--- src/rtl/ram_pkg.sv ---
// Shared constants for the ram block: default geometry and the write-mode encoding.
package ram_pkg;

   localparam int ADDR_W_DEF = 8;
   localparam int DATA_W_DEF = 8;

   typedef enum logic [1:0] {
      WR_FIRST  = 2'd0,
      RD_FIRST  = 2'd1,
      NO_CHANGE = 2'd2
   } write_mode_e;

endpackage

--- src/rtl/ram_array.sv ---
// Raw storage: synchronous write and a registered read of the pre-write contents, no reset.
module ram_array
   import ram_pkg::*;
#(
   parameter int ADDR_W = ADDR_W_DEF,
   parameter int DATA_W = DATA_W_DEF
) (
   input  logic              clk,
   input  logic              we,
   input  logic [ADDR_W-1:0] addr,
   input  logic [DATA_W-1:0] din,
   output logic [DATA_W-1:0] rd_data
);

   logic [DATA_W-1:0] mem [2**ADDR_W] = '{default: '0};
   logic [DATA_W-1:0] rd_q = '0;

   // An X on we fails the test and leaves the word untouched.
   always_ff @(posedge clk) begin
      if (we == 1'b1) begin
         mem[addr] <= din;
      end
      rd_q <= mem[addr];
   end

   assign rd_data = rd_q;

endmodule

--- src/rtl/ram.sv ---
// Single-port synchronous RAM with selectable write mode and reset of the output only.
// Define RAM_OUTREG_EN to add a second output register (2-cycle read latency).
module ram
   import ram_pkg::*;
#(
   parameter int ADDR_W     = ADDR_W_DEF,
   parameter int DATA_W     = DATA_W_DEF,
   parameter int WRITE_MODE = 0
) (
   input  logic              clka,
   input  logic              rsta,
   input  logic [0:0]        wea,
   input  logic [ADDR_W-1:0] addra,
   input  logic [DATA_W-1:0] dina,
   output logic [DATA_W-1:0] douta
);

   logic [DATA_W-1:0] rd_data;
   logic              rst_q  = 1'b0;
   logic              wr_q   = 1'b0;
   logic [DATA_W-1:0] din_q  = '0;
   logic [DATA_W-1:0] held_q = '0;
   logic [DATA_W-1:0] stage1;

   ram_array #(
      .ADDR_W (ADDR_W),
      .DATA_W (DATA_W)
   ) u_array (
      .clk     (clka),
      .we      (wea[0]),
      .addr    (addra),
      .din     (dina),
      .rd_data (rd_data)
   );

   // The array always returns old contents; the control captured alongside it
   // decides what the first output stage shows for the same edge.
   always_ff @(posedge clka) begin
      rst_q  <= rsta;
      din_q  <= dina;
      held_q <= stage1;
      if (wea == 1'b1) begin
         wr_q <= 1'b1;
      end else begin
         wr_q <= 1'b0;
      end
   end

   always_comb begin
      stage1 = rd_data;
      if (rst_q) begin
         stage1 = '0;
      end else if (wr_q) begin
         if (WRITE_MODE == int'(WR_FIRST)) begin
            stage1 = din_q;
         end else if (WRITE_MODE == int'(NO_CHANGE)) begin
            stage1 = held_q;
         end else begin
            stage1 = rd_data;
         end
      end
   end

`ifdef RAM_OUTREG_EN
   logic [DATA_W-1:0] out_q = '0;

   always_ff @(posedge clka) begin
      if (rsta) begin
         out_q <= '0;
      end else begin
         out_q <= stage1;
      end
   end

   assign douta = out_q;
`else
   assign douta = stage1;
`endif

endmodule

--- config.mk ---
export PLATFORM = sky130hd
export DESIGN_NAME = ram
export DESIGN_NICKNAME = d
export VERILOG_FILES = /design/src/rtl/ram_pkg.sv /design/src/rtl/ram_array.sv /design/src/rtl/ram.sv
export SDC_FILE = /design/constraint.sdc
export NUM_CORES = 2
export LEC_CHECK = 0
export CAP_MARGIN = 20
export CORE_AREA = 2 2 422 424
export DETAILED_ROUTE_END_ITERATION = 12
export DIE_AREA = 0 0 424 426
export PLACE_DENSITY = 0.71
export SYNTH_ARGS = -nofsm -noshare
export SYNTH_HDL_FRONTEND = slang
export SYNTH_SLANG_ARGS = --single-unit
--- constraint.sdc ---
create_clock -name clka -period 3.78 [get_ports clka]
set_clock_uncertainty 0.05 [all_clocks]
set_input_delay 0.756 -clock clka [delete_from_list [all_inputs] [get_ports clka]]
set_output_delay 0.756 -clock clka [all_outputs]
set_load 0.01 [all_outputs]
==> results.md <==
- Global-route congestion overflow total: 0
- DRT Pass-1 Iters: 5
- Synth Instances: ~3600
- Vias/cell: roughly 6
- Total track usage: a little over a fifth
- Mean Syn Cell Area: 22.0 sq um
- Critical path arrival: 2.72 ns
- Commonest non-fill, non-tap cell in the layout: edfxtp_1
- Global placer's final weighted congestion: about 0.86
- Tcrit/Tclk final: 93.3%
- Distinct cells, synth: 23
- PortBufs: 26
- Fin crit period: between 3 and 4 ns
- Core Footprint: around 180000 sq um
- Sequential fraction of the synthesis area: 78.6%
- Vias: between 30000 and 40000
- Leak pwr: ~29 nW
- Top Metal Used: met5
- Post-DP Area: 85300 sq um
- Die ar.: around 180000 sq um
- DRC: 0
- CP Launch Type: flop
- FP Rows: approximately 150
- Setup violators final: 0
- Routed wl met3: 19000 um
- Synthesized cell area: just under 80000 sq um
- Worst-Margin Slew: ~1.1 ns
- Num CTS Buffers: ~200
- Fillers: 13300
- Starting DRC count in detailed routing: between 5000 and 6000
- Post-DRT Antenna Nets: 0
- WL final: roughly 190000 um
- Most frequent cells in the layout: 2048 x edfxtp_1, 512 x mux4_2, 432 x buf_4
- CTS Hold Bufs: 0
- First-pass GRT wire length: between 200000 and 300000 um
- Die width: 424 um
- Worst Path Class, Setup: reg -> out
- Routed length on met1: 74700 um
- Synth warn: 0
- Vias in the first global route: around 40000
- Initial Util: between 40% and 50%
- DR WL met2: slightly above 90000 um
- Post-synthesis async set-or-reset flop share: 0%
- Io pins: 27
- Storage cell area: roughly 62000 sq um
- Min-delay worst type: in -> reg
- Cts repair resizes: 0
- Maxcap violations: 0
- Status: complete, no violations
- Post-CTS Repair Setup Buffers: 0
- Worst slack, placed: -0.356 ns
- Area of the multi-input gates: between 15000 and 20000 sq um
- Syn-to-layout area delta: 16.0%
- Die height: 426 um
- Worst VDD drop: ~0.57 mV
- Flops & latches, synth: slightly above 2000
- Drt wl/cell: between 20 and 30 um
- Max Slew Vio Count: 0
- Clk root buf: clkbuf_16
- Max Buffers Root-to-Sink: 3
- Crit. End Element: primary output
- TritonCTS clock tree: done
- Final worst setup slack: around 0.25 ns
- Crit-path max FO: 8
- EDFF count, synth: 2048
- Initial antenna violation count: 6
- Clk sinks: just over 2000
- Final Hold Fails: 0
- WP data required: just under 3 ns
- Pin count of the biggest net entering global routing: roughly 110
- Post-DP HPWL: ~120000 um
- Layout cell share with drive strength beyond 1: 30.5%
- Design area: 91400 sq um
- Slew HR: approximately 28%
- Unrepaired setup endpoints after global routing: false
- Clk Latency, worst-skew pair: 0.83 ns
- Most used DFF post-synth: edfxtp_1
- H-tree lvl count: 4
- Fmax: around 280 MHz
- Final Core Density: about half
- Syn Nets: between 3000 and 4000
- # nets final: around 4100
- Pwr Total: between 0.04 and 0.05 W
- Pwr dens: 507 nW/um^2
- Clock-pin slew on the worst setup and hold paths: roughly 0.06 ns
## per-layer routing
metal	global-route usage, %	vias up
met2	33.3	2309
met3	4.49	351
met5	0	-
met4	8.24	4
li1	-	16100
met1	29.8	20800
## per-stage QoR
stage | instances | TNS [ns] | hold slack [ns]
after floorplan | 3575 | 0 | 0.734
after global placement | 6193 | -0.816 | 0.909
after detailed placement | 6193 | -1.02 | 0.910
after CTS | 6550 | 0 | 0.240
after global routing | 6551 | 0 | 0.274
final | 6551 | 0 | 0.306
## where the power goes
part	switching [W]	internal (W)	total (W)
Clock	0.00829	0.0105	0.0188
Sequential	0.0000331	0.0252	0.0253
Combinational	0.00144	0.000852	0.00229
## worst max-delay path, stage by stage, from the launching register on
cell and delay, ns:
dfxtp_1 0.62, mux2i_1 0.68, nor2_1 0.08, clkdlybuf4s50_1 0.50
## kinds of logic (layout without fill, tap and decap cells)
family | Yosys count | in the layout | synth area share [%]
multiplexers | 520 | 520 | 14.7
buffers and inverters | 235 | 870 | 1.33
AO/OA/AOI/OAI | 416 | 416 | 3.61
AND/OR/NAND/NOR | 338 | 338 | 1.77
other | 0 | 1 | 0
flip-flops | 2066 | 2066 | 78.6
## registers in the layout (all words and copies together), names as in the netlist
signal           cells
wr_q                 1
din_q                8
u_array.rd_data      8
rst_q                1
u_array.mem       2048
## cell usage after synthesis (13+ instances only)
| cell | instances | area share (%) |
|---|---|---|
| nand3_1 | 13 | 0.083 |
| buf_4 | 20 | 0.19 |
| nand2_1 | 28 | 0.13 |
| buf_1 | 18 | 0.086 |
| dfxtp_1 | 18 | 0.46 |
| mux4_2 | 512 | 15 |
| o41ai_1 | 32 | 0.36 |
| nor2_1 | 240 | 1.1 |
| nor3_1 | 30 | 0.19 |
| a21oi_1 | 128 | 0.81 |
| a22oi_1 | 256 | 2.4 |
| edfxtp_1 | 2048 | 78 |
| clkbuf_1 | 149 | 0.71 |
| buf_2 | 42 | 0.27 |
## worst paths after layout
check / start / to / slack [ns] / depth (start not counted)
max: wr_q / douta[6] / 0.25 / 3
max reg2reg: u_array.mem[232][4] / u_array.rd_data[4] / 0.83 / 6
min reg2reg: u_array.mem[3][1] / u_array.rd_data[1] / 0.93 / 5
min: dina[5] / din_q[5] / 0.31 / 1
## area by class of cell
| cell class | count | area share (%) |
|---|---|---|
| well taps | 2340 | 3.20 |
| flip-flops and latches | 2066 | 67.7 |
| inverters | 1 | 0.00411 |
| clock inverters | 115 | 1.02 |
| diodes | 1 | 0.00274 |
| repair buffers | 512 | 5.06 |
| multi-input cells | 1274 | 17.4 |
| clock buffers | 242 | 5.63 |
No activity file was read; power rests on OpenSTA's default activity.
